<file path="config.mk">
export PLATFORM = sky130hd
export DESIGN_NAME = iir_coeff_loader
export DESIGN_NICKNAME = d
export VERILOG_FILES = /design/src/rtl/iir_coeff_loader.sv
export SDC_FILE = /design/constraint.sdc
export NUM_CORES = 1
export LEC_CHECK = 0
export ABC_AREA = 0
export CAP_MARGIN = 0
export CELL_PAD_IN_SITES_DETAIL_PLACEMENT = 1
export CELL_PAD_IN_SITES_GLOBAL_PLACEMENT = 2
export CORE_MARGIN = 5
export CORE_UTILIZATION = 37
export DETAILED_ROUTE_END_ITERATION = 6
export PLACE_DENSITY_LB_ADDON = 0.1
export SYNTH_ARGS = -nofsm -noshare
export SYNTH_HDL_FRONTEND = slang
export SYNTH_SLANG_ARGS = --single-unit
</file>
<file path="constraint.sdc">
create_clock -name clk -period 9.4 [get_ports clk]
set_clock_uncertainty 0.05 [all_clocks]
set_input_delay 1.88 -clock clk [delete_from_list [all_inputs] [get_ports clk]]
set_output_delay 1.88 -clock clk [all_outputs]
set_load 0.05 [all_outputs]
</file>
<file path="src/rtl/iir_coeff_loader.sv">
// Double-buffered coefficient loader for the biquad: shadow writes, a stability check on commit,
// and an atomic shadow-to-active transfer on the next sample boundary.
module iir_coeff_loader #(
    parameter int                     COEFF_WIDTH = 32,
    parameter int                     LOG_A0      = 30,
    parameter logic [COEFF_WIDTH-1:0] RESET_GAIN  = 32'h10000
) (
    input  logic                   clk,
    input  logic                   rst_n,
    input  logic                   wr_valid,
    output logic                   wr_ready,
    input  logic [2:0]             wr_addr,
    input  logic [COEFF_WIDTH-1:0] wr_data,
    input  logic                   sample_tick,
    input  logic [2:0]             rd_addr,
    output logic [COEFF_WIDTH-1:0] rd_data,
    output logic [COEFF_WIDTH-1:0] b0,
    output logic [COEFF_WIDTH-1:0] b1,
    output logic [COEFF_WIDTH-1:0] b2,
    output logic [COEFF_WIDTH-1:0] a1,
    output logic [COEFF_WIDTH-1:0] a2,
    output logic [COEFF_WIDTH-1:0] gain,
    output logic                   coeff_update,
    output logic                   pending,
    output logic                   err_unstable,
    output logic                   err_addr
);

    typedef enum logic [1:0] {
        IDLE    = 2'd0,
        CHECK   = 2'd1,
        PENDING = 2'd2,
        APPLY   = 2'd3
    } state_t;

    localparam logic signed [COEFF_WIDTH-1:0] A2_LIMIT =
        {{(COEFF_WIDTH-1){1'b0}}, 1'b1} << LOG_A0;

    state_t                   state;
    state_t                   next_state;
    logic [COEFF_WIDTH-1:0]   shadow [0:5];
    logic [COEFF_WIDTH-1:0]   active [0:5];
    logic signed [COEFF_WIDTH-1:0] a2_shadow;
    logic                     a2_stable;
    logic                     wr_fire;
    logic                     shadow_we;
    logic                     addr_err_set;
    logic                     check_pass;
    logic                     check_fail;
    logic                     load_active;

    assign wr_fire   = wr_valid && wr_ready;
    assign a2_shadow = shadow[4];
    assign a2_stable = (a2_shadow < A2_LIMIT) && (a2_shadow > -A2_LIMIT);

    always_ff @(posedge clk) begin
        if (!rst_n) begin
            state <= IDLE;
        end else begin
            state <= next_state;
        end
    end

    always_comb begin
        next_state   = state;
        wr_ready     = 1'b0;
        pending      = 1'b0;
        shadow_we    = 1'b0;
        addr_err_set = 1'b0;
        check_pass   = 1'b0;
        check_fail   = 1'b0;
        load_active  = 1'b0;
        case (state)
            IDLE: begin
                wr_ready = 1'b1;
                if (wr_valid) begin
                    if (wr_addr <= 3'd5) begin
                        shadow_we = 1'b1;
                    end else if (wr_addr == 3'd6) begin
                        next_state = CHECK;
                    end else begin
                        addr_err_set = 1'b1;
                    end
                end
            end
            CHECK: begin
                if (a2_stable) begin
                    check_pass = 1'b1;
                    next_state = PENDING;
                end else begin
                    check_fail = 1'b1;
                    next_state = IDLE;
                end
            end
            PENDING: begin
                pending = 1'b1;
                if (sample_tick) begin
                    next_state = APPLY;
                end
            end
            APPLY: begin
                load_active = 1'b1;
                next_state  = IDLE;
            end
            default: next_state = IDLE;
        endcase
    end

    // Shadow/active banks, sticky error flags and the registered readback port.
    always_ff @(posedge clk) begin
        if (!rst_n) begin
            for (int i = 0; i < 6; i++) begin
                shadow[i] <= (i == 5) ? RESET_GAIN : '0;
                active[i] <= (i == 5) ? RESET_GAIN : '0;
            end
            rd_data      <= '0;
            coeff_update <= 1'b0;
            err_unstable <= 1'b0;
            err_addr     <= 1'b0;
        end else begin
            coeff_update <= load_active;
            if (wr_fire && shadow_we) begin
                shadow[wr_addr] <= wr_data;
            end
            if (addr_err_set) begin
                err_addr <= 1'b1;
            end
            if (check_pass) begin
                err_unstable <= 1'b0;
                err_addr     <= 1'b0;
            end
            if (check_fail) begin
                err_unstable <= 1'b1;
            end
            if (load_active) begin
                for (int i = 0; i < 6; i++) begin
                    active[i] <= shadow[i];
                end
            end
            if (rd_addr <= 3'd5) begin
                rd_data <= shadow[rd_addr];
            end else if (rd_addr == 3'd6) begin
                rd_data <= {{(COEFF_WIDTH-5){1'b0}}, pending, err_unstable, err_addr, state};
            end else begin
                rd_data <= '0;
            end
        end
    end

    assign b0   = active[0];
    assign b1   = active[1];
    assign b2   = active[2];
    assign a1   = active[3];
    assign a2   = active[4];
    assign gain = active[5];

endmodule

</file>
Yosys cells after proc, flatten, opt, wreduce, memory -nomap -nowiden
Memory sizes are Yosys's and may differ from the RTL's.
Cells that the tools add are included.
{"block": "totals", "register_bits": 37, "ramBits": 384, "in_bits": 42, "elab_cells": 75, "mem_count": 2}
{"memory": "active", "words": 6, "word_bits": 32, "rd": 6, "rd_clocked_by_memory_dff": 0, "write_ports": 6, "line": "42", "rtl": "logic [COEFF_WIDTH-1:0] active [0:5];"}
{"memory": "shadow", "words": 6, "word_bits": 32, "rd": 7, "rd_clocked_by_memory_dff": 0, "write_ports": 6, "line": "41", "rtl": "logic [COEFF_WIDTH-1:0] shadow [0:5];"}
{"block": "op_classes", "magnitude_cmp": 4, "eq_ne": 9, "muxes": 40, "bitwise_logic": 7, "n_reduce_logical": 8}
{"cell": "32-bit two-way mux", "count": 8}
{"cell": "32-bit by 31-bit > comparator with 1-bit output, second input constant", "count": 1}
{"cell": "32-bit < comparator, second input constant", "count": 1}
{"cell": "32-bit OR reduction", "count": 1}
{"cell": "1-bit two-way mux", "count": 24}
{"cell": "2-bit two-way mux", "count": 5}
{"cell": "2-bit inequality test, second input constant", "count": 4}
{"cell": "2-bit case mux with 4 select lines", "count": 1}
{"cell": "3-bit equality test, second input constant", "count": 2}
{"cell": "3-bit less-or-equal comparator, second input constant", "count": 2}
{"cell": "1-bit bitwise OR", "count": 6}
{"cell": "5-bit two-way mux", "count": 1}
{"cell": "2-bit equality test, second input constant", "count": 2}
{"cell": "4-bit AND reduction", "count": 1}
{"cell": "1-bit logical AND", "count": 3}
{"cell": "3-bit two-way mux", "count": 1}
{"cell": "2-bit by 1-bit equality test with 1-bit output, second input constant", "count": 1}
{"cell": "2-bit logical NOT", "count": 1}
{"cell": "2-bit nonzero test", "count": 1}
{"cell": "2-bit OR reduction", "count": 1}
{"cell": "1-bit inverter", "count": 1}

Depth between registers and ports, before layout
Gate-level depths: netlist (run 1).
{"block": "logic_depth", "word_depth": 10, "depth_mapped": 6, "ltp_nobuf": 4}

Worst setup path before layout (run 1)
Ideal clock, no wire load.
{"block": "synth_path", "path_kind": "input port to flip-flop", "start": "input rst_n", "end": "memory active[0][0], enable pin", "arrival_time_ns": 5.507, "required_time_ns": 7.823, "path_slack_ns": 2.316, "path_stages": 3, "path_buffers": 2, "cell_sequence": "buf_2 -> clkbuf_1 -> nand2_1"}
{"element": "start: declaration", "line": "9", "rtl": "input logic rst_n,"}
{"element": "end: declaration", "line": "42"}

==> metrics.txt, run 1 <==
crit path kind=in2reg; RSZ-0062 raised after global routing=no; Sw Share=between 20% and 30%; Worst Tran Pin Value=between 1 and 1.5 ns; vias per inst=4.96; R2R depth=4; GRT busiest layer=met2; Setup Fix Bufs, Post-CTS=0; antenna viol nets, final=0; hold slack final=0.489 ns; Max Cap Violations=0; Synth Register Bits=421; commonest cells after routing, fill and taps aside=edfxtp_1, clkdlybuf4s50_1, and2_1; grt total ovfl=0; CP endpoint kind=register; global-route wire length before repair=72400 um; Fin. Hold Viols=0; Slew Viols, Final=0; H-tree levels=2; synthesized instance count=approximately 1100; layout cells sized above 1=11.3%; Buf+Inv Stages, Crit Path=2; initial antenna violation count=1; critical path arrival=4.54 ns; setup TNS=0 ns; Logic pwr share=approximately 8.7%; Mapped Nets=1150; PortBufs=270; Initial DRT Pass Iterations=5; Die W=between 200 and 250 um; Starting Density=between 30% and 40%; Hold Buf Count CTS=0; CTS Buf Count=47; crit path max fanout=46; Filler cells=around 4400; slew margin rel.=15.3%; Final HPWL DP=30400 um; most common cell after layout, fill and taps aside=edfxtp_1; Yosys cell types=40; Post-Syn Area=between 15000 and 20000 um2; Syn Area/Cell=15.1 um2; reg-to-reg critical path endpoint=active[5][6]; Final setup violation count=0; Hold Path Depth=1; largest net degree at the start of global routing=around 120; Leak=7.98 nW; final worst-path cycle share=47.0%; CTS max path bufs=3; Ys Warns=0; GRT met1 Usage=a little over a quarter; Post-route DRC=0; Rows=77; Post-synth EDFFs=around 380; CP max stage cell=nand2_2; CP cell instances=buf_2 -> buf_4 -> nand4bb_4 -> or4_4 -> nand2_2; Die Area=49500 um2; P_sw=~0.0010 W; clock sink count=~420; Tmin final=4.41 ns; routed wire length=49400 um; Die Ht=223 um; CP peak stage delay=about 0.94 ns; Root Buffer=clkbuf_16; wire length per cell=24.6 um; Critical Path RT=between 9 and 10 ns; CTS tree=done; Achievable Freq=227 MHz; 1st-iter DRT viols=711; ys async rst share=0%; Syn-to-layout area delta=28.5%; outcome=completed; met3 usage=3.30%; Worst VDD drop=0.000110 V; worst skew pair latency=0.56 ns; HP Class=reg2reg; CP top delay family=simple AND/OR/NAND/NOR gates; Final Core Density=48.4%; Clk pwr share=between 40% and 50%; Nets=1419; routability cong.=0.755; vias in the first global route=roughly 11000; CTS clk-pin slew, worst paths=0.06 ns; placeable core area=44400 um2; Post-synth top flop=edfxtp_1; number of I/O pins=271; flop2flop setup slack=~6.4 ns; Hold Path End=active[0][18]; power density cells=201 nW/um2; Via Count=approximately 10000; # resized after CTS=0; hold path start=shadow[0][18]; met2 GRT Util=32.3%; Overall Global Routing Usage=about a fifth; startpoint types=input pin; Int Pwr=0.00330 W; sequential area share after synthesis=73.4%; Seq pwr share=approximately half
==> power by group through the flow <==
stage	Combinational (W)	Clock [W]	Sequential (W)
2_1_floorplan	0.000104	0	0.00231
3_3_place_gp	0.000379	0	0.00219
3_5_place_dp	0.000381	0	0.00219
4_1_cts	0.000383	0.00185	0.00215
5_1_grt	0.000394	0.00193	0.00215
6_report	0.000376	0.00180	0.00215
==> routing by layer <==
layer	vias up	routed length (um)
met1	5178	22400
met4	2	975
met2	282	23600
met5	-	8
met3	59	2440
li1	4433	-
==> synthesized netlist by cell type, types with 2 or more instances <==
| master | count | share of area [%] |
|---|---|---|
| buf_6 | 4 | 0.27 |
| clkbuf_1 | 38 | 0.85 |
| buf_1 | 3 | 0.067 |
| and2_1 | 250 | 9.4 |
| dfxtp_1 | 37 | 4.4 |
| nand4_1 | 2 | 0.075 |
| mux4_2 | 32 | 4.3 |
| edfxtp_1 | 384 | 69 |
| nor3b_1 | 2 | 0.090 |
| inv_1 | 59 | 1.3 |
| nand2b_1 | 3 | 0.11 |
| o21ai_0 | 2 | 0.060 |
| o211ai_1 | 4 | 0.18 |
| o22ai_1 | 27 | 1.0 |
| nor2b_1 | 4 | 0.15 |
| buf_8 | 3 | 0.27 |
| buf_2 | 14 | 0.42 |
| nor2_2 | 29 | 1.1 |
| a21oi_1 | 2 | 0.060 |
| and2b_1 | 2 | 0.090 |
| nor2_1 | 102 | 2.3 |
| o211a_1 | 5 | 0.30 |
| nand2_1 | 44 | 0.99 |
| buf_4 | 3 | 0.13 |
| mux2i_1 | 32 | 1.9 |
| nor4_1 | 7 | 0.26 |
==> how the worst max path moves through the flow <==
stage                     slack (ns)             to  cells after the start  start
final                           4.99  shadow[0][13]                      5  rst_n
after detailed placement        4.38  shadow[0][17]                      5  rst_n
after floorplan                 2.32   active[0][0]                      3  rst_n
after global routing            4.88  shadow[0][13]                      5  rst_n
after CTS                       4.97  shadow[0][13]                      5  rst_n
after global placement          4.39   shadow[0][2]                      5  rst_n
==> flip-flops by register name, indices dropped and copies added, names as in the netlist, named ones only <==
signal / count
err_unstable: 1
shadow: 192
active: 192
err_addr: 1
rd_data: 32
coeff_update: 1
state: 1
==> worst reg2reg max path: cells and delay by family, from the launching register on <==
family | cells | cell delay, ns
buffers and inverters | 2 | 1.33
DFF | 1 | 0.56
and+or+nand+nor | 2 | 0.60
==> stage by stage <==
step	cells	total power (W)	setup WS [ns]	instance area, um2
after floorplan	1108	0.00241	2.32	16700
after global placement	1920	0.00257	4.39	20000
after detailed placement	1920	0.00257	4.38	20000
after CTS	2006	0.00438	4.97	21500
after global routing	2006	0.00448	4.88	21500
final	2007	0.00433	4.99	21500
==> final cells by class <==
| cell class | instances | area (um2) | area share [%] |
|---|---|---|---|
| Antenna cell | 1 | 2.50 | 0.0117 |
| Clock buffer | 79 | 1460 | 6.79 |
| Clock inverter | 7 | 55.1 | 0.256 |
| Inverter | 59 | 221 | 1.03 |
| Multi-Input combinational cell | 563 | 3930 | 18.3 |
| Sequential cell | 421 | 12300 | 57.1 |
| Tap cell | 592 | 741 | 3.45 |
| Timing Repair Buffer | 285 | 2800 | 13.0 |
==> cells by family after synthesis <==
logic type | Yosys count | share of synthesized area [%]
AOI/OAI and AO/OA | 44 | 1.80
DFF | 421 | 73.4
muxes | 64 | 6.23
buffers and inverters | 124 | 3.34
xor gates and xnor gates | 1 | 0.0524
and+or+nand+nor | 454 | 15.2
Power figures use the tool's default switching activity.
==> run 2, diff against run 1 <==
==> constraint.sdc (replaced) <==
create_clock -name clk -period 4.4 [get_ports clk]
set_clock_uncertainty 0.05 [all_clocks]
set_input_delay 0.88 -clock clk [delete_from_list [all_inputs] [get_ports clk]]
set_output_delay 0.88 -clock clk [all_outputs]
set_load 0.05 [all_outputs]
==> metrics.txt, run 2 (synthesized netlist as in run 1, its figures left out) <==
routability cong.=0.774 (was 0.755); Syn-to-layout area delta=28.8% (was 28.5%); outcome=completed (unchanged); HP Class=reg2reg (unchanged); number of I/O pins=271 (unchanged); top flop regs=active x192, shadow x192, rd_data x32 (unchanged); Post-route DRC=0 (unchanged); Critical Path RT=3.47 ns (was 9.53 ns); Overall Global Routing Usage=19.7% (was 19.6%); CTS clk-pin slew, worst paths=0.06 ns (about the same); Storage cell area=12300 um2 (unchanged); H-tree levels=2 (unchanged); Fin. Hold Viols=0 (unchanged); Setup Fix Bufs, Post-CTS=0 (unchanged); power density cells=421 nW/um2 (was 201 nW/um2); Final WS setup=1.20 ns (was 4.99 ns); Slew Viols, Final=0 (unchanged); most common cell after layout, fill and taps aside=edfxtp_1 (unchanged); critical path arrival=2.27 ns (was 4.54 ns); Initial DRT Pass Iterations=7 (was 5); DP Area=20100 um2 (was 20000 um2); CP endpoint kind=output port (was register); Tmin final=3.20 ns; PortBufs=270 (unchanged); vias in the first global route=10611 (was 10807); Via Count=9885 (was 9954); startpoint types=register (was input pin); Buf+Inv Stages, Crit Path=1 (was 2); layout cells sized above 1=11.4% (was 11.3%); Worst VDD drop=0.000206 V (was 0.000110 V); Final setup violation count=0 (unchanged); CP cell instances=and2b_1 -> clkdlybuf4s50_1 (was buf_2 -> buf_4 -> nand4bb_4 -> or4_4 -> nand2_2); Achievable Freq=about 310 MHz; final worst-path cycle share=72.6%; Max Cap Violations=0 (unchanged); CTS Buf Count=46 (was 47); Die Ht=223 um (unchanged); Root Buffer=clkbuf_16 (unchanged); area occupied by multi-input gates=3940 um2 (was 3930 um2); 1st-iter DRT viols=685 (was 711); placeable core area=44400 um2 (unchanged); Worst Tran Pin Value=0.969 ns (was 1.27 ns); Hold Buf Count CTS=0 (unchanged); antenna viol nets, final=0 (unchanged); Nets=1425 (was 1419); largest net degree at the start of global routing=131 (was 121); CP max stage cell=clkdlybuf4s50_1 (was nand2_2); crit path max fanout=10 (was 46); placed cells=1927 (was 1920); crit path kind=reg2out (was in2reg); RSZ-0062 raised after global routing=no (unchanged); vias per inst=4.90 (was 4.96); CTS max path bufs=3 (unchanged); Starting Density=37.6% (unchanged); wire length per cell=24.6 um (about the same); post-route cell area=21500 um2 (about the same); commonest cells after routing, fill and taps aside=edfxtp_1, clkdlybuf4s50_1, and2_1 (unchanged); CP top delay family=buffers and inverters (was simple AND/OR/NAND/NOR gates); CP peak stage delay=0.90 ns (was 0.94 ns); global-route wire length before repair=72700 um (was 72400 um); hold slack final=0.497 ns (was 0.489 ns); # resized after CTS=0 (unchanged); initial antenna violation count=4 (was 1); clock sink count=421 (unchanged); Leak=7.99 nW (was 7.98 nW); Rows=77 (unchanged); Die Area=49500 um2 (unchanged); Placement Setup Slack=0.980 ns (was 4.38 ns); grt total ovfl=0 (unchanged); worst skew pair latency=0.57 ns (was 0.56 ns); routed wire length=49500 um (was 49400 um); Non-Filler Instances=2016 (was 2007); slew margin rel.=35.4% (was 15.3%); setup TNS=0 ns (unchanged); Final HPWL DP=32200 um (was 30400 um); CTS tree=done (unchanged); Filler cells=4371 (was 4414); Die W=223 um (unchanged)
==> run 2: changes by cell type in the layout (fill, tap and decap cells not counted), sizes merged <==
cell and change:
buf +7, clkinv +5, clkbuf -6, diode +3
==> run 2: path summary, 6_finish.rpt <==
path / from / end / slack, ns / depth (start not counted)
worst min register to register: shadow[3][6] / active[3][6] / 0.50 / 1
worst max register to register: register / active[0][22] / 1.94 / 3
worst max-delay path: register / pending / 1.20 / 2
worst min-delay path: shadow[3][6] / active[3][6] / 0.50 / 1
==> run 2: area by class of cell <==
| cell class | count | area share, % |
|---|---|---|
| sequential | 421 | 57.0 |
| multi-input combinational | 563 | 18.3 |
| timing repair buffer | 292 | 13.6 |
| clock buffer | 73 | 6.21 |
| tap | 592 | 3.44 |
| inverter | 59 | 1.03 |
| clock inverter | 12 | 0.372 |
| antenna | 4 | 0.0465 |
==> run 2: routing by layer <==
layer  track usage [%]  wire length (um)  share of wire [%]
met5                 0                 0                  0
met4              5.83              1130                2.3
met3              3.47              2310                4.7
met2              32.0             23500                 47
met1              27.4             22600                 46
==> run 2: report_power, final <==
group | total (W) | switching, W | leakage [nW] | internal (W)
logic | 0.000809 | 0.000552 | 2.98 | 0.000257
clock network | 0.00367 | 0.00154 | 0.692 | 0.00213
registers | 0.00459 | 0.0000849 | 4.32 | 0.00451
total | 0.00907 | 0.00217 | 7.99 | 0.00690
==> run 2: worst register-to-register path, cell delays in order (launching register included) <==
cell and delay (ns):
dfxtp_1 0.56, nand2_1 0.22, nand2_8 0.49, buf_4 0.77
==> run 2: through the flow <==
stage,utilization [%],power (W)
global placement,45.3,0.00549
detailed placement,45.3,0.00549
global route,48.5,0.00941
CTS,48.4,0.00918
floorplan,-,0.00514
finish,48.5,0.00907
